## src/rtl/trigger_judge.sv

```systemverilog
// trigger_judge: threshold trigger on a multi-lane ADC beat stream.
// Each beat carries 16-bit lanes with a signed ADC sample in the low bits.
// A beat "hits" when any sample exceeds I_BASELINE by more than THRESHOLD
// percent of full scale. Hits open a frame that is forwarded on M_AXIS until
// POST_LEN consecutive non-hit beats have passed or MAX_FRAME_LEN beats have
// been emitted.
// Optional feature: define TRIGGER_FRAME_COUNTER_EN to add O_FRAME_CNT, a
// 16-bit wrapping count of completed frames (TLAST beats).
module trigger_judge #(
    parameter int THRESHOLD            = 10,
    parameter int ADC_RESOLUTION_WIDTH = 12,
    parameter int S_AXIS_TDATA_WIDTH   = 128,
    parameter int POST_LEN             = 4,
    parameter int MAX_FRAME_LEN        = 256
) (
    input  logic                            AXIS_ACLK,
    input  logic                            AXIS_ARESET,
    input  logic [S_AXIS_TDATA_WIDTH-1:0]   S_AXIS_TDATA,
    input  logic                            S_AXIS_TVALID,
    input  logic [ADC_RESOLUTION_WIDTH-1:0] I_BASELINE,
    input  logic                            I_CALC_COMPLETE,
    output logic [1:0]                      EXEC_STATE,
    output logic [S_AXIS_TDATA_WIDTH-1:0]   M_AXIS_TDATA,
    output logic                            M_AXIS_TVALID,
    output logic                            M_AXIS_TLAST,
    output logic                            O_TRIGGER,
    output logic                            O_FRAME_ABORT
`ifdef TRIGGER_FRAME_COUNTER_EN
    ,
    output logic [15:0]                     O_FRAME_CNT
`endif
);

    localparam int NUM_LANES     = S_AXIS_TDATA_WIDTH / 16;
    localparam int EXT_W         = ADC_RESOLUTION_WIDTH + 2;
    localparam int THRESHOLD_VAL = (THRESHOLD * (2 ** ADC_RESOLUTION_WIDTH)) / 100;
    localparam logic signed [EXT_W-1:0] THRESHOLD_VAL_S = (EXT_W)'(THRESHOLD_VAL);
    localparam int FW = $clog2(MAX_FRAME_LEN + 1);
    localparam int PW = $clog2(POST_LEN + 1);

    typedef enum logic [1:0] {
        ST_INIT  = 2'b00,
        ST_ARMED = 2'b01,
        ST_POST  = 2'b10,
        ST_TRG   = 2'b11
    } state_t;

    state_t                          state_r;
    state_t                          state_nxt_s;
    logic [NUM_LANES-1:0]            lane_hit_s;
    logic                            beat_hit_s;
    logic [S_AXIS_TDATA_WIDTH-1:0]   s1_tdata_r;
    logic                            s1_tvalid_r;
    logic                            s1_hit_r;
    logic [FW-1:0]                   frame_cnt_r;
    logic [FW-1:0]                   frame_cnt_nxt_s;
    logic [FW-1:0]                   frame_cnt_inc_s;
    logic [PW-1:0]                   post_cnt_r;
    logic [PW-1:0]                   post_cnt_nxt_s;
    logic [PW-1:0]                   post_cnt_inc_s;
    logic                            emit_s;
    logic                            tlast_s;
    logic                            trigger_s;
    logic                            abort_s;
    logic [S_AXIS_TDATA_WIDTH-1:0]   m_tdata_r;
    logic                            m_tvalid_r;
    logic                            m_tlast_r;
    logic                            trigger_r;
    logic                            abort_r;

    // Per-lane hit: subtraction is done two bits wider than the sample so that
    // extreme sample/baseline combinations can neither overflow nor wrap.
    genvar g;
    for (g = 0; g < NUM_LANES; g++) begin : g_lane
        logic signed [EXT_W-1:0] sample_ext_s;
        logic signed [EXT_W-1:0] base_ext_s;
        logic signed [EXT_W-1:0] diff_s;
        assign sample_ext_s = {{2{S_AXIS_TDATA[16*g+ADC_RESOLUTION_WIDTH-1]}},
                               S_AXIS_TDATA[16*g +: ADC_RESOLUTION_WIDTH]};
        assign base_ext_s   = {{2{I_BASELINE[ADC_RESOLUTION_WIDTH-1]}}, I_BASELINE};
        assign diff_s       = sample_ext_s - base_ext_s;
        assign lane_hit_s[g] = (diff_s > THRESHOLD_VAL_S);
    end

    assign beat_hit_s = |lane_hit_s;

    // Stage 1: capture the beat together with its precomputed hit flag.
    always_ff @(posedge AXIS_ACLK or posedge AXIS_ARESET) begin
        if (AXIS_ARESET) begin
            s1_tdata_r  <= '0;
            s1_tvalid_r <= 1'b0;
            s1_hit_r    <= 1'b0;
        end else begin
            s1_tdata_r  <= S_AXIS_TDATA;
            s1_tvalid_r <= S_AXIS_TVALID;
            s1_hit_r    <= beat_hit_s;
        end
    end

    // State, frame-length and post-trigger counters.
    always_ff @(posedge AXIS_ACLK or posedge AXIS_ARESET) begin
        if (AXIS_ARESET) begin
            state_r     <= ST_INIT;
            frame_cnt_r <= '0;
            post_cnt_r  <= '0;
        end else begin
            state_r     <= state_nxt_s;
            frame_cnt_r <= frame_cnt_nxt_s;
            post_cnt_r  <= post_cnt_nxt_s;
        end
    end

    // Next state and per-beat decisions. Losing the baseline wins over
    // everything; the frame-length limit wins over hit/post decisions, so a
    // beat that is both the last allowed and the last post beat gets one TLAST.
    always_comb begin
        state_nxt_s     = state_r;
        frame_cnt_nxt_s = frame_cnt_r;
        post_cnt_nxt_s  = post_cnt_r;
        emit_s          = 1'b0;
        tlast_s         = 1'b0;
        trigger_s       = 1'b0;
        abort_s         = 1'b0;
        frame_cnt_inc_s = frame_cnt_r + FW'(1'b1);
        post_cnt_inc_s  = post_cnt_r + PW'(1'b1);
        case (state_r)
            ST_INIT: begin
                if (I_CALC_COMPLETE) begin
                    state_nxt_s = ST_ARMED;
                end else begin
                    state_nxt_s = ST_INIT;
                end
            end
            ST_ARMED: begin
                if (!I_CALC_COMPLETE) begin
                    state_nxt_s     = ST_INIT;
                    frame_cnt_nxt_s = '0;
                    post_cnt_nxt_s  = '0;
                end else if (s1_tvalid_r && s1_hit_r) begin
                    emit_s         = 1'b1;
                    trigger_s      = 1'b1;
                    post_cnt_nxt_s = '0;
                    if (FW'(1'b1) == FW'(MAX_FRAME_LEN)) begin
                        tlast_s         = 1'b1;
                        frame_cnt_nxt_s = '0;
                        state_nxt_s     = ST_ARMED;
                    end else begin
                        frame_cnt_nxt_s = FW'(1'b1);
                        state_nxt_s     = ST_TRG;
                    end
                end else begin
                    state_nxt_s = ST_ARMED;
                end
            end
            ST_TRG: begin
                if (!I_CALC_COMPLETE) begin
                    abort_s         = 1'b1;
                    state_nxt_s     = ST_INIT;
                    frame_cnt_nxt_s = '0;
                    post_cnt_nxt_s  = '0;
                end else if (s1_tvalid_r) begin
                    emit_s          = 1'b1;
                    frame_cnt_nxt_s = frame_cnt_inc_s;
                    if (frame_cnt_inc_s == FW'(MAX_FRAME_LEN)) begin
                        tlast_s         = 1'b1;
                        state_nxt_s     = ST_ARMED;
                        frame_cnt_nxt_s = '0;
                        post_cnt_nxt_s  = '0;
                    end else if (!s1_hit_r) begin
                        if (PW'(1'b1) == PW'(POST_LEN)) begin
                            tlast_s         = 1'b1;
                            state_nxt_s     = ST_ARMED;
                            frame_cnt_nxt_s = '0;
                            post_cnt_nxt_s  = '0;
                        end else begin
                            state_nxt_s    = ST_POST;
                            post_cnt_nxt_s = PW'(1'b1);
                        end
                    end else begin
                        state_nxt_s = ST_TRG;
                    end
                end else begin
                    state_nxt_s = ST_TRG;
                end
            end
            ST_POST: begin
                if (!I_CALC_COMPLETE) begin
                    abort_s         = 1'b1;
                    state_nxt_s     = ST_INIT;
                    frame_cnt_nxt_s = '0;
                    post_cnt_nxt_s  = '0;
                end else if (s1_tvalid_r) begin
                    emit_s          = 1'b1;
                    frame_cnt_nxt_s = frame_cnt_inc_s;
                    if (frame_cnt_inc_s == FW'(MAX_FRAME_LEN)) begin
                        tlast_s         = 1'b1;
                        state_nxt_s     = ST_ARMED;
                        frame_cnt_nxt_s = '0;
                        post_cnt_nxt_s  = '0;
                    end else if (s1_hit_r) begin
                        state_nxt_s    = ST_TRG;
                        post_cnt_nxt_s = '0;
                    end else if (post_cnt_inc_s == PW'(POST_LEN)) begin
                        tlast_s         = 1'b1;
                        state_nxt_s     = ST_ARMED;
                        frame_cnt_nxt_s = '0;
                        post_cnt_nxt_s  = '0;
                    end else begin
                        state_nxt_s    = ST_POST;
                        post_cnt_nxt_s = post_cnt_inc_s;
                    end
                end else begin
                    state_nxt_s = ST_POST;
                end
            end
            default: begin
                state_nxt_s     = ST_INIT;
                frame_cnt_nxt_s = '0;
                post_cnt_nxt_s  = '0;
            end
        endcase
    end

    // Output stage: registered frame stream and one-cycle event pulses.
    always_ff @(posedge AXIS_ACLK or posedge AXIS_ARESET) begin
        if (AXIS_ARESET) begin
            m_tdata_r  <= '0;
            m_tvalid_r <= 1'b0;
            m_tlast_r  <= 1'b0;
            trigger_r  <= 1'b0;
            abort_r    <= 1'b0;
        end else begin
            if (emit_s) begin
                m_tdata_r <= s1_tdata_r;
            end else begin
                m_tdata_r <= m_tdata_r;
            end
            m_tvalid_r <= emit_s;
            m_tlast_r  <= tlast_s;
            trigger_r  <= trigger_s;
            abort_r    <= abort_s;
        end
    end

`ifdef TRIGGER_FRAME_COUNTER_EN
    logic [15:0] frame_total_r;

    // Completed-frame counter, wraps naturally at 16 bits.
    always_ff @(posedge AXIS_ACLK or posedge AXIS_ARESET) begin
        if (AXIS_ARESET) begin
            frame_total_r <= 16'd0;
        end else if (tlast_s) begin
            frame_total_r <= frame_total_r + 16'd1;
        end else begin
            frame_total_r <= frame_total_r;
        end
    end

    assign O_FRAME_CNT = frame_total_r;
`endif

    assign EXEC_STATE    = state_r;
    assign M_AXIS_TDATA  = m_tdata_r;
    assign M_AXIS_TVALID = m_tvalid_r;
    assign M_AXIS_TLAST  = m_tlast_r;
    assign O_TRIGGER     = trigger_r;
    assign O_FRAME_ABORT = abort_r;

endmodule

```

## config.mk

```make
export PLATFORM = sky130hd
export DESIGN_NAME = trigger_judge
export DESIGN_NICKNAME = d
export VERILOG_FILES = /design/src/rtl/trigger_judge.sv
export SDC_FILE = /design/constraint.sdc
export NUM_CORES = 1
export LEC_CHECK = 0
export ABC_AREA = 1
export CAP_MARGIN = 20
export CORE_MARGIN = 5
export CORE_UTILIZATION = 57
export DETAILED_ROUTE_END_ITERATION = 7
export PLACE_DENSITY = 0.95
export SETUP_SLACK_MARGIN = 0.5
export SLEW_MARGIN = 20
export SYNTH_ARGS = -nofsm -noshare
export SYNTH_HDL_FRONTEND = slang
export SYNTH_SLANG_ARGS = --single-unit
export TNS_END_PERCENT = 1
```

## constraint.sdc

```tcl
create_clock -name AXIS_ACLK -period 28 [get_ports AXIS_ACLK]
set_input_delay 8.4 -clock AXIS_ACLK [delete_from_list [all_inputs] [get_ports AXIS_ACLK]]
set_output_delay 8.4 -clock AXIS_ACLK [all_outputs]
set_load 0.005 [all_outputs]
```

==> results of run 1 <==
[kinds of logic (layout without fill, tap and decap cells)]
group	Yosys count	count (layout)
AND/OR/NAND/NOR	756	756
flip-flops	276	276
buffers and inverters	251	569
multiplexers	128	128
adder cells (fa/ha/maj)	107	107
AO/OA/AOI/OAI	97	97
XOR/XNOR	21	21
other	0	2
[layer usage]
| metal | up-vias | track usage [%] |
|---|---|---|
| met5 | - | 0 |
| met2 | 632 | 48.5 |
| met3 | 139 | 4.64 |
| met4 | 0 | 11.2 |
| met1 | 5946 | 33.8 |
| li1 | 5914 | - |
[sequential cells by signal, indices dropped and copies added (netlist names)]
name	count
frame_cnt_r	9
O_TRIGGER	1
s1_tdata_r	128
M_AXIS_TVALID	1
s1_hit_r	1
EXEC_STATE	2
post_cnt_r	3
M_AXIS_TLAST	1
s1_tvalid_r	1
M_AXIS_TDATA	128
O_FRAME_ABORT	1
[worst max-delay path: stages]
cell	delay [ps]
sky130_fd_sc_hd__clkdlybuf4s50_1	1010
sky130_fd_sc_hd__inv_1	490
sky130_fd_sc_hd__ha_1	460
sky130_fd_sc_hd__nand2_1	60
sky130_fd_sc_hd__nor2_1	150
sky130_fd_sc_hd__nand2_1	100
sky130_fd_sc_hd__nand3_1	120
sky130_fd_sc_hd__nand2_1	80
sky130_fd_sc_hd__nand3_1	80
sky130_fd_sc_hd__nand2_1	80
sky130_fd_sc_hd__nand3_1	100
sky130_fd_sc_hd__nand3_1	80
sky130_fd_sc_hd__nand2_1	80
sky130_fd_sc_hd__nand2_1	110
sky130_fd_sc_hd__nor2_1	100
sky130_fd_sc_hd__nand3_1	70
[metrics by stage]
step,setup slack [ps],cells
floorplan,11990,1636
global route,16710,2291
finish,16860,2291
detailed placement,16440,2236
global placement,16530,2236
CTS,16920,2289
[worst paths after layout]
check	to	cells after the start	startpoint	slack (ps)
worst max-delay path	s1_hit_r	16	I_BASELINE[1]	16860
worst min-delay path	M_AXIS_TDATA[0]	1	s1_tdata_r[0]	460
worst max register to register	M_AXIS_TDATA[62]	6	EXEC_STATE[1]	25080
worst min register to register	M_AXIS_TDATA[0]	1	s1_tdata_r[0]	460
max in group asynchronous	M_AXIS_TDATA[94]	3	AXIS_ARESET	18330
min in group asynchronous	M_AXIS_TDATA[63]	2	AXIS_ARESET	8380
[cell usage in the layout, fill, tap and decap left out, types with 3 or more instances in the layout]
master	synthesis	routed
sky130_fd_sc_hd__inv_2	3	3
sky130_fd_sc_hd__nand3_1	127	127
sky130_fd_sc_hd__a31oi_1	5	5
sky130_fd_sc_hd__mux2_2	19	19
sky130_fd_sc_hd__o32ai_1	3	3
sky130_fd_sc_hd__a21oi_1	47	47
sky130_fd_sc_hd__fa_1	8	8
sky130_fd_sc_hd__nand2_1	449	449
sky130_fd_sc_hd__ha_1	99	99
sky130_fd_sc_hd__o21ai_0	15	15
sky130_fd_sc_hd__a21o_1	8	8
sky130_fd_sc_hd__inv_1	233	232
sky130_fd_sc_hd__clkbuf_16	0	29
sky130_fd_sc_hd__nand3b_1	11	11
sky130_fd_sc_hd__a22oi_1	5	5
sky130_fd_sc_hd__mux2_1	109	109
sky130_fd_sc_hd__xor2_1	15	15
sky130_fd_sc_hd__nand4_1	35	35
sky130_fd_sc_hd__clkdlybuf4s50_1	0	277
sky130_fd_sc_hd__a21boi_0	4	4
sky130_fd_sc_hd__xnor2_1	6	6
sky130_fd_sc_hd__nor2_1	109	109
sky130_fd_sc_hd__dfrtp_1	276	276
sky130_fd_sc_hd__nor3_1	17	17
sky130_fd_sc_hd__o21bai_1	3	3
sky130_fd_sc_hd__clkbuf_8	0	8
sky130_fd_sc_hd__clkinv_2	0	7
[power groups by stage]
stage	combinational (mW)	clock [mW]	sequential, mW
after floorplan	0.205	0	0.567
after global placement	0.470	0	0.559
after detailed placement	0.487	0	0.568
after CTS	0.495	0.394	0.565
after global routing	0.534	0.410	0.577
final	0.492	0.389	0.566
[layout make-up]
| cell class | count | area (sq um) | share of cell area (%) |
|---|---|---|---|
| sequential | 276 | 6910 | 36.7 |
| multi-input combinational | 1109 | 6810 | 36.2 |
| timing repair buffer | 280 | 2800 | 14.9 |
| inverter | 236 | 893 | 4.75 |
| clock buffer | 39 | 843 | 4.48 |
| tap | 335 | 419 | 2.23 |
| clock inverter | 14 | 139 | 0.738 |
| antenna | 2 | 5.00 | 0.0266 |
==> results.env, run 1 <==
POST_ROUTE_FRACTION_OF_THE_PERIOD_CONSUMED_BY_THE_CRITICAL_PATH_PCT=39.8
UTILIZATION_PCT=72.8
FILLERS=1750
SYNTH-XOR-AREA-SHARE_PCT=1.24
GRT_START_MAX_NET_PINS=115
CLK_ROOT_BUFFER_CELL='sky130_fd_sc_hd__clkbuf_16'
SYNTH_TOP_FAMILY_BY_AREA='simple AND/OR/NAND/NOR gates'
DR.MAX_LAYER_USED='met4'
YS_ASYNC_SR_FRACTION_PCT=100
TIMING.FINAL.CRIT_PERIOD_PS=11140
CLKSLEWWORSTSETUPHOLDPATHS_PS=60
DIE_H_UM=171
CRITPATHREQUIREDTIME_PS=28430
POST_SYNTH_FA_HA_MAJ_AREA_FRACTION_PCT=9.46
FLOORPLAN.DIE_AREA_SQ_MM=0.0293
DRT-TOTAL-WL_UM=41100
FLOORPLAN.INITIALDENSITY_PCT=57.2
TIMING.CRITICAL_PATH.ARRIVAL_PS=11570
NETSWITCHINGFRACTION_PCT=29.6
STD_CELL_ROWS=59
SLEW_HEADROOM_PCT=37.3
PLACE_CONGESTION=0.976
LAYOUT-DRIVE-GT1-SHARE_PCT=4.35
FINAL-SETUP-VIOL-COUNT=0
COMB_POWER_SHARE_PCT=34.0
CTS_TREE='done'
FRACTION_OF_THE_MAPPED_NETLIST_AREA_IN_COMPOUND_GATES_PCT=3.93
FLIP_FLOP_AND_LATCH_COUNT_AFTER_SYNTHESIS=276
RSZ0062_AT_GRT='false'
DESIGN.PORTCOUNT=278
P_SWITCHING_uW=428
NETLIST-CELL-TYPE-COUNT=39
WORST_SETUP_PATH_START_KIND='primary input'
FLOORPLAN.DIE.WIDTH_UM=171
ROUTED-VIA-COUNT=12600
SYN_INST=1636
DRT.ANTENNA.VIOLATING_NETS=0
YOSYS_WARNINGS=0
TIMING.FINAL.HOLD_VIOLATIONS=0
SYNTH-SIMPLE-AREA-SHARE_PCT=21.6
CTSHTREEMAXLEVEL=1
FIN_TNS_SETUP_PS=0
WL_MET2_UM=20100
CLOCK-SINKS=276
POST_SYNTH_MUX_AREA_SHARE_PCT=9.75
SLEW_VIOLATIONS=0
FINAL.SETUP_SKEW_PS=14.7
POWER_FRAC_SEQ_PCT=39.1
DRT-VIAS-PER-INSTANCE=5.51
CLOCK_PATH_BUFFERS=3
SYN_AREA_SQ_MM=0.0148
YOSYS-TOP-CELLS-COUNT='sky130_fd_sc_hd__nand2_1 (449), sky130_fd_sc_hd__dfrtp_1 (276), sky130_fd_sc_hd__inv_1 (233)'
WORST-SETUP-PATH-TYPE='primary input to flip-flop'
CTS-BUFFERS-INSERTED=29
CTS_HOLD_BUF=0
P_TOTAL_mW=1.45
CRITICAL_PATH.MAX_FANOUT=9
YS.FLOP_TYPE='sky130_fd_sc_hd__dfrtp_1'
DRC=0
MET1_LENGTH_UM=15700
YS_SEQ_AREA_SHARE_PCT=46.7
DESIGN.FINAL.NETS=2183
GRT.TOTAL_USAGE_PCT=27.5
FP.COREAREA_SQ_MM=0.0258
ROUTE.DETAILED.WL_PER_INST_UM=17.9
POWER_REPORT.INTERNAL_TOTAL_mW=1.02
GR-TOTAL-OVERFLOW=0
TIMING_WORST_SLEW_PIN_VALUE_PS=941
NUMBER_OF_ITERATIONS_IN_THE_FIRST_DETAILED_ROUTING_PASS=7
POWER_DENSITY_mW_PER_MM2=76.9
SYNTH_TOP_CELL_BY_AREA='sky130_fd_sc_hd__dfrtp_1'
DP_HPWL_UM=29900
OUTCOME='complete, no violations'
SYNTH_ENABLE_FLOP_CELLS=0
FIRST_PASS_GRT_WIRE_LENGTH_UM=64600
DPL-INSTANCE-AREA_SQ_MM=0.0178
SYN_TO_FINAL_GROWTH_PCT=27.2
WORSTSKEWPAIRLATENCY_PS=550
GRT_PASS1_VIAS=12700
MAX_FREQ_MHz=89.8
ANTENNA_FOUND_INITIAL=2
POST_CTS.RESIZED_INSTANCES=0
NETLIST.AREA_LEADER.SHARE_PCT=46.7
NUMBER_OF_BUFFERS_ADDED_ON_PORTS=277
DRV_CAP=0
WORST_MIN_DELAY_PATH_CATEGORY='flip-flop to flip-flop'
CLKPWRFRAC_PCT=26.9
SYN_AVG_CELL_AREA_SQ_UM=9.04
FIN_WORST_HOLD_SLACK_PS=455
POST_SYNTH_MAIN_AREA_CONTRIBUTORS='sky130_fd_sc_hd__dfrtp_1 (47%), sky130_fd_sc_hd__nand2_1 (11%), sky130_fd_sc_hd__ha_1 (8.4%)'
SYN-NUM-NETS=1887
WORST_SETUP_PATH_END_KIND='flip-flop'
YOSYS.CELL_COUNT.TOP_TYPE='sky130_fd_sc_hd__nand2_1'
ROUTE.MET3.WL_UM=3370
MAX-VDD-IR-DROP_uV=61.6
FINAL_AREA_SQ_MM=0.0188
POWER_LEAKAGE_nW=9.38
CTS_SETUP_BUFFERS=0
DR.FIRST_ITER.DRC_COUNT=1042
(Power assumes the default switching activity.)
==> run 2: changes to the inputs <==
--- a/config.mk
+++ b/config.mk
@@ -8,9 +8,9 @@
 export ABC_AREA = 1
 export CAP_MARGIN = 20
 export CORE_MARGIN = 5
-export CORE_UTILIZATION = 57
+export CORE_UTILIZATION = 53
 export DETAILED_ROUTE_END_ITERATION = 7
-export PLACE_DENSITY = 0.95
+export PLACE_DENSITY = 0.9
 export SETUP_SLACK_MARGIN = 0.5
 export SLEW_MARGIN = 20
 export SYNTH_ARGS = -nofsm -noshare
==> constraint.sdc (replaced) <==
create_clock -name AXIS_ACLK -period 11.2 [get_ports AXIS_ACLK]
set_input_delay 3.36 -clock AXIS_ACLK [delete_from_list [all_inputs] [get_ports AXIS_ACLK]]
set_output_delay 3.36 -clock AXIS_ACLK [all_outputs]
set_load 0.005 [all_outputs]
==> run 2 against run 1 <==
Clock-buffer cell count is 6 higher. Sequential power is 150% higher. Via count is 2.3% lower. Hold slack better by 3.6 ps. Setup slack worse by 11000 ps. Critical path type unchanged.
==> results.env, run 2 (synthesis results as in run 1) <==
WORSTSKEWPAIRLATENCY_PS=540  # about the same
FIN_TNS_SETUP_PS=0  # unchanged
FINAL-SETUP-VIOL-COUNT=0  # unchanged
CRITICAL_PATH.REG2REG.ENDPOINT='M_AXIS_TDATA[13]'
PLACE_CONGESTION=0.920  # -5.7%
CLOCK_PATH_BUFFERS=3  # unchanged
DIE_H_UM=177  # +3.5%
CLKSLEWWORSTSETUPHOLDPATHS_PS=60  # about the same
HOLD_PATH_STARTPOINT='s1_tdata_r[33]'
ROUTE.DETAILED.WL_PER_INST_UM=17.2  # -3.9%
GRT_PASS1_VIAS=12600  # -1.1%
CTS_TREE='done'
SLEW_VIOLATIONS=0  # unchanged
ROUTED-VIA-COUNT=12300  # -2.3%
LAYOUT.CELLS.MOST_COMMON_LIST='sky130_fd_sc_hd__nand2_1 (449), sky130_fd_sc_hd__clkdlybuf4s50_1 (277), sky130_fd_sc_hd__dfrtp_1 (276), sky130_fd_sc_hd__inv_1 (232), sky130_fd_sc_hd__nand3_1 (127)'
DRT-VIAS-PER-INSTANCE=5.28  # -4.2%
R2R_SETUP_SLACK_PS=8390  # -16690 ps
STD_CELL_ROWS=61  # +3.4%
FLOORPLAN.DIE.WIDTH_UM=177  # +3.5%
FINAL.SETUP_SKEW_PS=9.82  # -4.83 ps
POST_CTS.RESIZED_INSTANCES=0  # unchanged
DP_HPWL_UM=29700  # -0.52%
POST_ROUTE_FRACTION_OF_THE_PERIOD_CONSUMED_BY_THE_CRITICAL_PATH_PCT=51.9
FLOORPLAN.INITIALDENSITY_PCT=53.4  # -3.9 points
WORSTREGTOREGCELLS=6  # unchanged
GRT.TOTAL_USAGE_PCT=25.5  # -2.0 points
CLK_ROOT_BUFFER_CELL='sky130_fd_sc_hd__clkbuf_16'
CRITICAL_PATH.MAX_FANOUT=67  # +58
ANTENNA_FOUND_INITIAL=3  # +1
POWER_LEAKAGE_nW=9.38  # about the same
NUMBER_OF_BUFFERS_ADDED_ON_PORTS=277  # unchanged
DESIGN.FINAL.NETS=2185  # +0.092%
DRV_CAP=0  # unchanged
FP.COREAREA_SQ_MM=0.0277  # +7.2%
FIRST_PASS_GRT_WIRE_LENGTH_UM=64400  # -0.23%
CTS-BUFFERS-INSERTED=29  # unchanged
CTS_SETUP_BUFFERS=0  # unchanged
MIN_DELAY_WORST_ENDPOINT='M_AXIS_TDATA[33]'
TIMING.FINAL.HOLD_VIOLATIONS=0  # unchanged
REGTOREGSTARTPOINT='EXEC_STATE[1]'
DESIGN.PORTCOUNT=278  # unchanged
WORST-SETUP-PATH-TYPE='primary input to flip-flop'
RSZ0062_AT_GRT='false'
LAYOUT-DRIVE-GT1-SHARE_PCT=3.99  # -0.36 points
WORST_MIN_DELAY_PATH_CATEGORY='flip-flop to flip-flop'
GR-TOTAL-OVERFLOW=0  # unchanged
MAX_FREQ_MHz=172
DRT.ANTENNA.VIOLATING_NETS=0  # unchanged
DRC=0  # unchanged
FILLERS=2050  # +17%
TIMING_WORST_SLEW_PIN_VALUE_PS=970  # +28.7 ps
GRT_START_MAX_NET_PINS=177  # +54%
MAX-VDD-IR-DROP_uV=187  # +200%
SLEW_HEADROOM_PCT=35.3  # -1.9 points
FIN_WORST_HOLD_SLACK_PS=459  # +3.63 ps
WORST_SETUP_PATH_START_KIND='primary input'
DR.FIRST_ITER.DRC_COUNT=776  # -26%
CRIT_PATH_START='I_CALC_COMPLETE'
SYN_TO_FINAL_GROWTH_PCT=27.6
OUTCOME='complete, no violations'
WORST_SETUP_PATH_END_KIND='flip-flop'
MOST_FREQUENT_STANDARD_CELL_IN_THE_LAYOUT_EXCLUDING_FILL_AND_TAP_CELLS='sky130_fd_sc_hd__nand2_1'
DRT-TOTAL-WL_UM=40200  # -2.1%
TIMING.CRITICAL_PATH.ARRIVAL_PS=6210  # -5360 ps
CLOCK-SINKS=276  # unchanged
NUMBER_OF_ITERATIONS_IN_THE_FIRST_DETAILED_ROUTING_PASS=5  # -2
CTS_HOLD_BUF=0  # unchanged
FLOORPLAN.DIE_AREA_SQ_MM=0.0313  # +7.1%
TIMING.FINAL.CRIT_PERIOD_PS=5810
TIMING.HOLD.WORST_PATH_DEPTH=1  # unchanged
CRITPATHREQUIREDTIME_PS=11610  # -16820 ps
POWER_DENSITY_mW_PER_MM2=191  # +150%
CTSHTREEMAXLEVEL=1  # unchanged
==> run 2: worst max path at each step <==
| stage | endpoint | slack [ps] | cells after the start |
|---|---|---|---|
| 3_3_place_gp | M_AXIS_TDATA[98] | 4890 | 9 |
| 3_5_place_dp | M_AXIS_TDATA[51] | 4850 | 9 |
| 5_1_grt | M_AXIS_TDATA[13] | 5230 | 9 |
| 4_1_cts | M_AXIS_TDATA[13] | 5380 | 9 |
| 6_report | M_AXIS_TDATA[13] | 5390 | 9 |
| 2_1_floorplan | EXEC_STATE[0] | 4190 | 1 |
==> run 2: worst max-delay path, cell delays in order <==
cell	delay [ps]
sky130_fd_sc_hd__clkdlybuf4s50_1	620
sky130_fd_sc_hd__inv_2	120
sky130_fd_sc_hd__nor2_4	150
sky130_fd_sc_hd__inv_2	70
sky130_fd_sc_hd__nor3_4	150
sky130_fd_sc_hd__inv_2	90
sky130_fd_sc_hd__nand2_8	360
sky130_fd_sc_hd__buf_4	750
sky130_fd_sc_hd__mux2_1	420
==> run 2: area by class of cell <==
cell class / instances / area [sq um] / area share (%)
diodes: 2 / 5.00 / 0.0265
clock buffers: 45 / 846 / 4.48
clock inverters: 7 / 114 / 0.603
inverters: 236 / 890 / 4.71
multi-input cells: 1109 / 6810 / 36.1
flip-flops and latches: 276 / 6910 / 36.6
well taps: 378 / 473 / 2.51
repair buffers: 282 / 2840 / 15.0
==> run 2: metrics by stage <==
stage               instance area [sq um]  power, mW  util (%)  cells  setup slack, ps
detailed placement                  17900       2.64      64.6   2280             4850
finish                              18900       3.60      68.1   2335             5390
global route                        18900       3.80      68.1   2335             5230
CTS                                 18900       3.63      68.0   2332             5380
floorplan                           14800       1.93         -   1636             4190
global placement                    17900       2.58      64.6   2280             4890
==> run 2: power by group <==
group | switching [mW] | internal, mW | total, mW
clock | 0.384 | 0.584 | 0.968
combinational | 0.515 | 0.707 | 1.22
sequential | 0.147 | 1.26 | 1.41
==> run 2: per-layer routing <==
layer | global-route usage, % | wire length, um
met4 | 9.03 | 1480
met2 | 45.5 | 20000
met3 | 3.87 | 2590
met1 | 31.7 | 16100
met5 | 0 | 10
==> run 3: changes to the inputs <==
==> constraint.sdc (replaced) <==
create_clock -name AXIS_ACLK -period 5.8 [get_ports AXIS_ACLK]
set_input_delay 1.74 -clock AXIS_ACLK [delete_from_list [all_inputs] [get_ports AXIS_ACLK]]
set_output_delay 1.74 -clock AXIS_ACLK [all_outputs]
set_load 0.005 [all_outputs]
==> run 3 against run 2 <==
Critical path depth up 7. Die area unchanged. Clock power up 85%. Final area about the same. Largest cell class unchanged. Setup slack worse by 3700 ps. Non-clock buffer count up 2. Core utilization about the same. Cell count about the same. Hold slack about the same. Sequential power up 92%. Register-to-register slack worse by 5000 ps.
==> results.env, run 3 (synthesis results as in run 1) <==
LAYOUT.CELLS.MOST_COMMON_LIST='sky130_fd_sc_hd__nand2_1 (449), sky130_fd_sc_hd__clkdlybuf4s50_1 (277), sky130_fd_sc_hd__dfrtp_1 (276), sky130_fd_sc_hd__inv_1 (232), sky130_fd_sc_hd__nand3_1 (127)'
MOST_FREQUENT_STANDARD_CELL_IN_THE_LAYOUT_EXCLUDING_FILL_AND_TAP_CELLS='sky130_fd_sc_hd__nand2_1'
CLK_ROOT_BUFFER_CELL='sky130_fd_sc_hd__clkbuf_16'
GRT_PASS1_VIAS=12500  # -0.52%
CTS_TREE='done'
DR.FIRST_ITER.DRC_COUNT=810  # +4.4%
NUM_ANTENNA_CELLS=0  # -2
FP.COREAREA_SQ_MM=0.0277  # unchanged
MAX_FREQ_MHz=241
FIN_WORST_HOLD_SLACK_PS=458  # -0.435 ps
GLOBAL_ROUTE.PEAK_USAGE_LAYER='met2'
STD_CELL_ROWS=61  # unchanged
CRITICAL_PATH.MAX_FANOUT=8  # -88%
DESIGN.PORTCOUNT=278  # unchanged
CLKSLEWWORSTSETUPHOLDPATHS_PS=60  # about the same
HOLD_PATH_STARTPOINT='s1_tdata_r[123]'
CTS_HOLD_BUF=0  # unchanged
WORST_SETUP_PATH_START_KIND='primary input'
DRT.ANTENNA.VIOLATING_NETS=0  # unchanged
DIE_H_UM=177  # unchanged
OUTCOME='complete, no violations'
ROUTE.DETAILED.WL_PER_INST_UM=17.1  # -0.54%
GRTUSAGEMET1_PCT=31.1  # -0.54 points
FINAL.SETUP_SKEW_PS=9.91  # +0.0863 ps
DP_HPWL_UM=29800  # +0.18%
FLOORPLAN.INITIALDENSITY_PCT=53.4  # unchanged
CTSHTREEMAXLEVEL=1  # unchanged
MAX-VDD-IR-DROP_uV=237  # +27%
WORSTSKEWPAIRLATENCY_PS=540  # about the same
GLOBAL_ROUTE_MET3_UTILIZATION_PCT=4.04  # +0.17 points
TIMING.FINAL.CRIT_PERIOD_PS=4160
CLOCK_PATH_BUFFERS=3  # unchanged
FLOORPLAN.DIE_AREA_SQ_MM=0.0313  # unchanged
ROUTED-VIA-COUNT=12400  # +0.39%
FIRST_PASS_GRT_WIRE_LENGTH_UM=63600  # -1.3%
POWER_LEAKAGE_nW=9.36  # -0.15%
WORST_MIN_DELAY_PATH_CATEGORY='flip-flop to flip-flop'
TIMING.CRITICAL_PATH.ARRIVAL_PS=4580  # -1630 ps
SLEW_VIOLATIONS=0  # unchanged
GRT_UTIL_MET2_PCT=44.8  # -0.64 points
WORST_SETUP_PATH_END_KIND='flip-flop'
GRT_START_MAX_NET_PINS=109  # -38%
NUMBER_OF_BUFFERS_ADDED_ON_PORTS=277  # unchanged
CRIT_PATH_START='I_BASELINE[0]'
CRITPATHREQUIREDTIME_PS=6220  # -5390 ps
DRV_CAP=0  # unchanged
FILLERS=2064  # +0.68%
WORST-SETUP-PATH-TYPE='primary input to flip-flop'
GR-TOTAL-OVERFLOW=0  # unchanged
DRC=0  # unchanged
FIN_TNS_SETUP_PS=0  # unchanged
CTS-BUFFERS-INSERTED=28  # -3.4%
GRT.TOTAL_USAGE_PCT=25.2  # -0.35 points
ANTENNA_FOUND_INITIAL=1  # -2
POST_CTS.RESIZED_INSTANCES=0  # unchanged
NUMBER_OF_ITERATIONS_IN_THE_FIRST_DETAILED_ROUTING_PASS=8  # +3
RSZ0062_AT_GRT='false'
DRT-TOTAL-WL_UM=40000  # -0.63%
CTS_SETUP_BUFFERS=0  # unchanged
SLEW_HEADROOM_PCT=51.3  # +16 points
POST_ROUTE_FRACTION_OF_THE_PERIOD_CONSUMED_BY_THE_CRITICAL_PATH_PCT=71.7
FINAL-SETUP-VIOL-COUNT=0  # unchanged
CLOCK-SINKS=276  # unchanged
REGTOREGSTARTPOINT='EXEC_STATE[1]'
DESIGN.FINAL.NETS=2186  # +0.046%
DRT-VIAS-PER-INSTANCE=5.31  # +0.48%
TIMING_WORST_SLEW_PIN_VALUE_PS=729  # -241 ps
TIMING.FINAL.HOLD_VIOLATIONS=0  # unchanged
FLOORPLAN.DIE.WIDTH_UM=177  # unchanged
PLACE_CONGESTION=0.919  # about the same
LAYOUT-DRIVE-GT1-SHARE_PCT=4.19  # +0.20 points
POWER_DENSITY_mW_PER_MM2=364  # +91%
SYN_TO_FINAL_GROWTH_PCT=27.6  # about the same
-- run 3: cell count changes in the layout (fill, tap and decap cells not counted), sizes merged --
cell      previous run  this run
buf                  5         7
clkinvlp             1         5
bufinv               3         2
clkbuf              45        38
diode                2         0
inv                235       236
clkinv               4         5
-- run 3: area by class of cell --
| cell class | count | area, sq um | share of cell area [%] |
|---|---|---|---|
| sequential | 276 | 6910 | 36.6 |
| multi-input combinational | 1109 | 6810 | 36.1 |
| timing repair buffer | 284 | 2880 | 15.2 |
| inverter | 236 | 890 | 4.72 |
| clock buffer | 38 | 790 | 4.18 |
| tap | 378 | 473 | 2.51 |
| clock inverter | 12 | 124 | 0.657 |
-- run 3: stage by stage --
step                util (%)  std cells  area (sq um)  total power, mW  worst slack (ps)
finish                  68.1       2333         18900             6.87              1640
global route            68.1       2333         18900             7.26              1480
CTS                     68.0       2332         18800             6.92              1730
detailed placement      64.7       2282         17900             5.11              1170
global placement        64.7       2282         17900             4.99              1100
floorplan                  -       1636         14800             3.72               409
-- run 3: worst paths after layout --
path	end	slack, ps	cells past startpoint
worst max-delay path	s1_hit_r	1640	16
worst min-delay path	M_AXIS_TDATA[123]	460	1
worst max register to register	M_AXIS_TDATA[62]	3370	6
worst min register to register	M_AXIS_TDATA[123]	460	1
max in group asynchronous	s1_tdata_r[89]	3200	4
min in group asynchronous	M_AXIS_TDATA[44]	1500	2
-- run 3: worst max-delay path, cell delays in order --
cell and delay, ps:
sky130_fd_sc_hd__clkdlybuf4s50_1 780, sky130_fd_sc_hd__ha_1 430, sky130_fd_sc_hd__fa_1 430, sky130_fd_sc_hd__inv_1 130, sky130_fd_sc_hd__nand3_1 90, sky130_fd_sc_hd__nand2_1 120, sky130_fd_sc_hd__nand2_1 50, sky130_fd_sc_hd__nand2_1 100
sky130_fd_sc_hd__xor2_1 220, sky130_fd_sc_hd__inv_1 70, sky130_fd_sc_hd__nand3_1 80, sky130_fd_sc_hd__nand2_1 50, sky130_fd_sc_hd__nand2_1 60, sky130_fd_sc_hd__nor2_1 40, sky130_fd_sc_hd__nor2_1 90, sky130_fd_sc_hd__nand3_1 80
-- run 3: per-layer routing --
layer,part of all wire (%),up-vias
li1,-,5921
met3,6.9,111
met5,0.050,-
met1,40,5881
met2,49,468
met4,3.9,2
-- run 3: report_power, final --
group,switching (mW),leakage [nW],internal [mW]
Sequential,0.273,3.27,2.44
Combinational,0.999,5.66,1.37
Clock,0.746,0.439,1.04
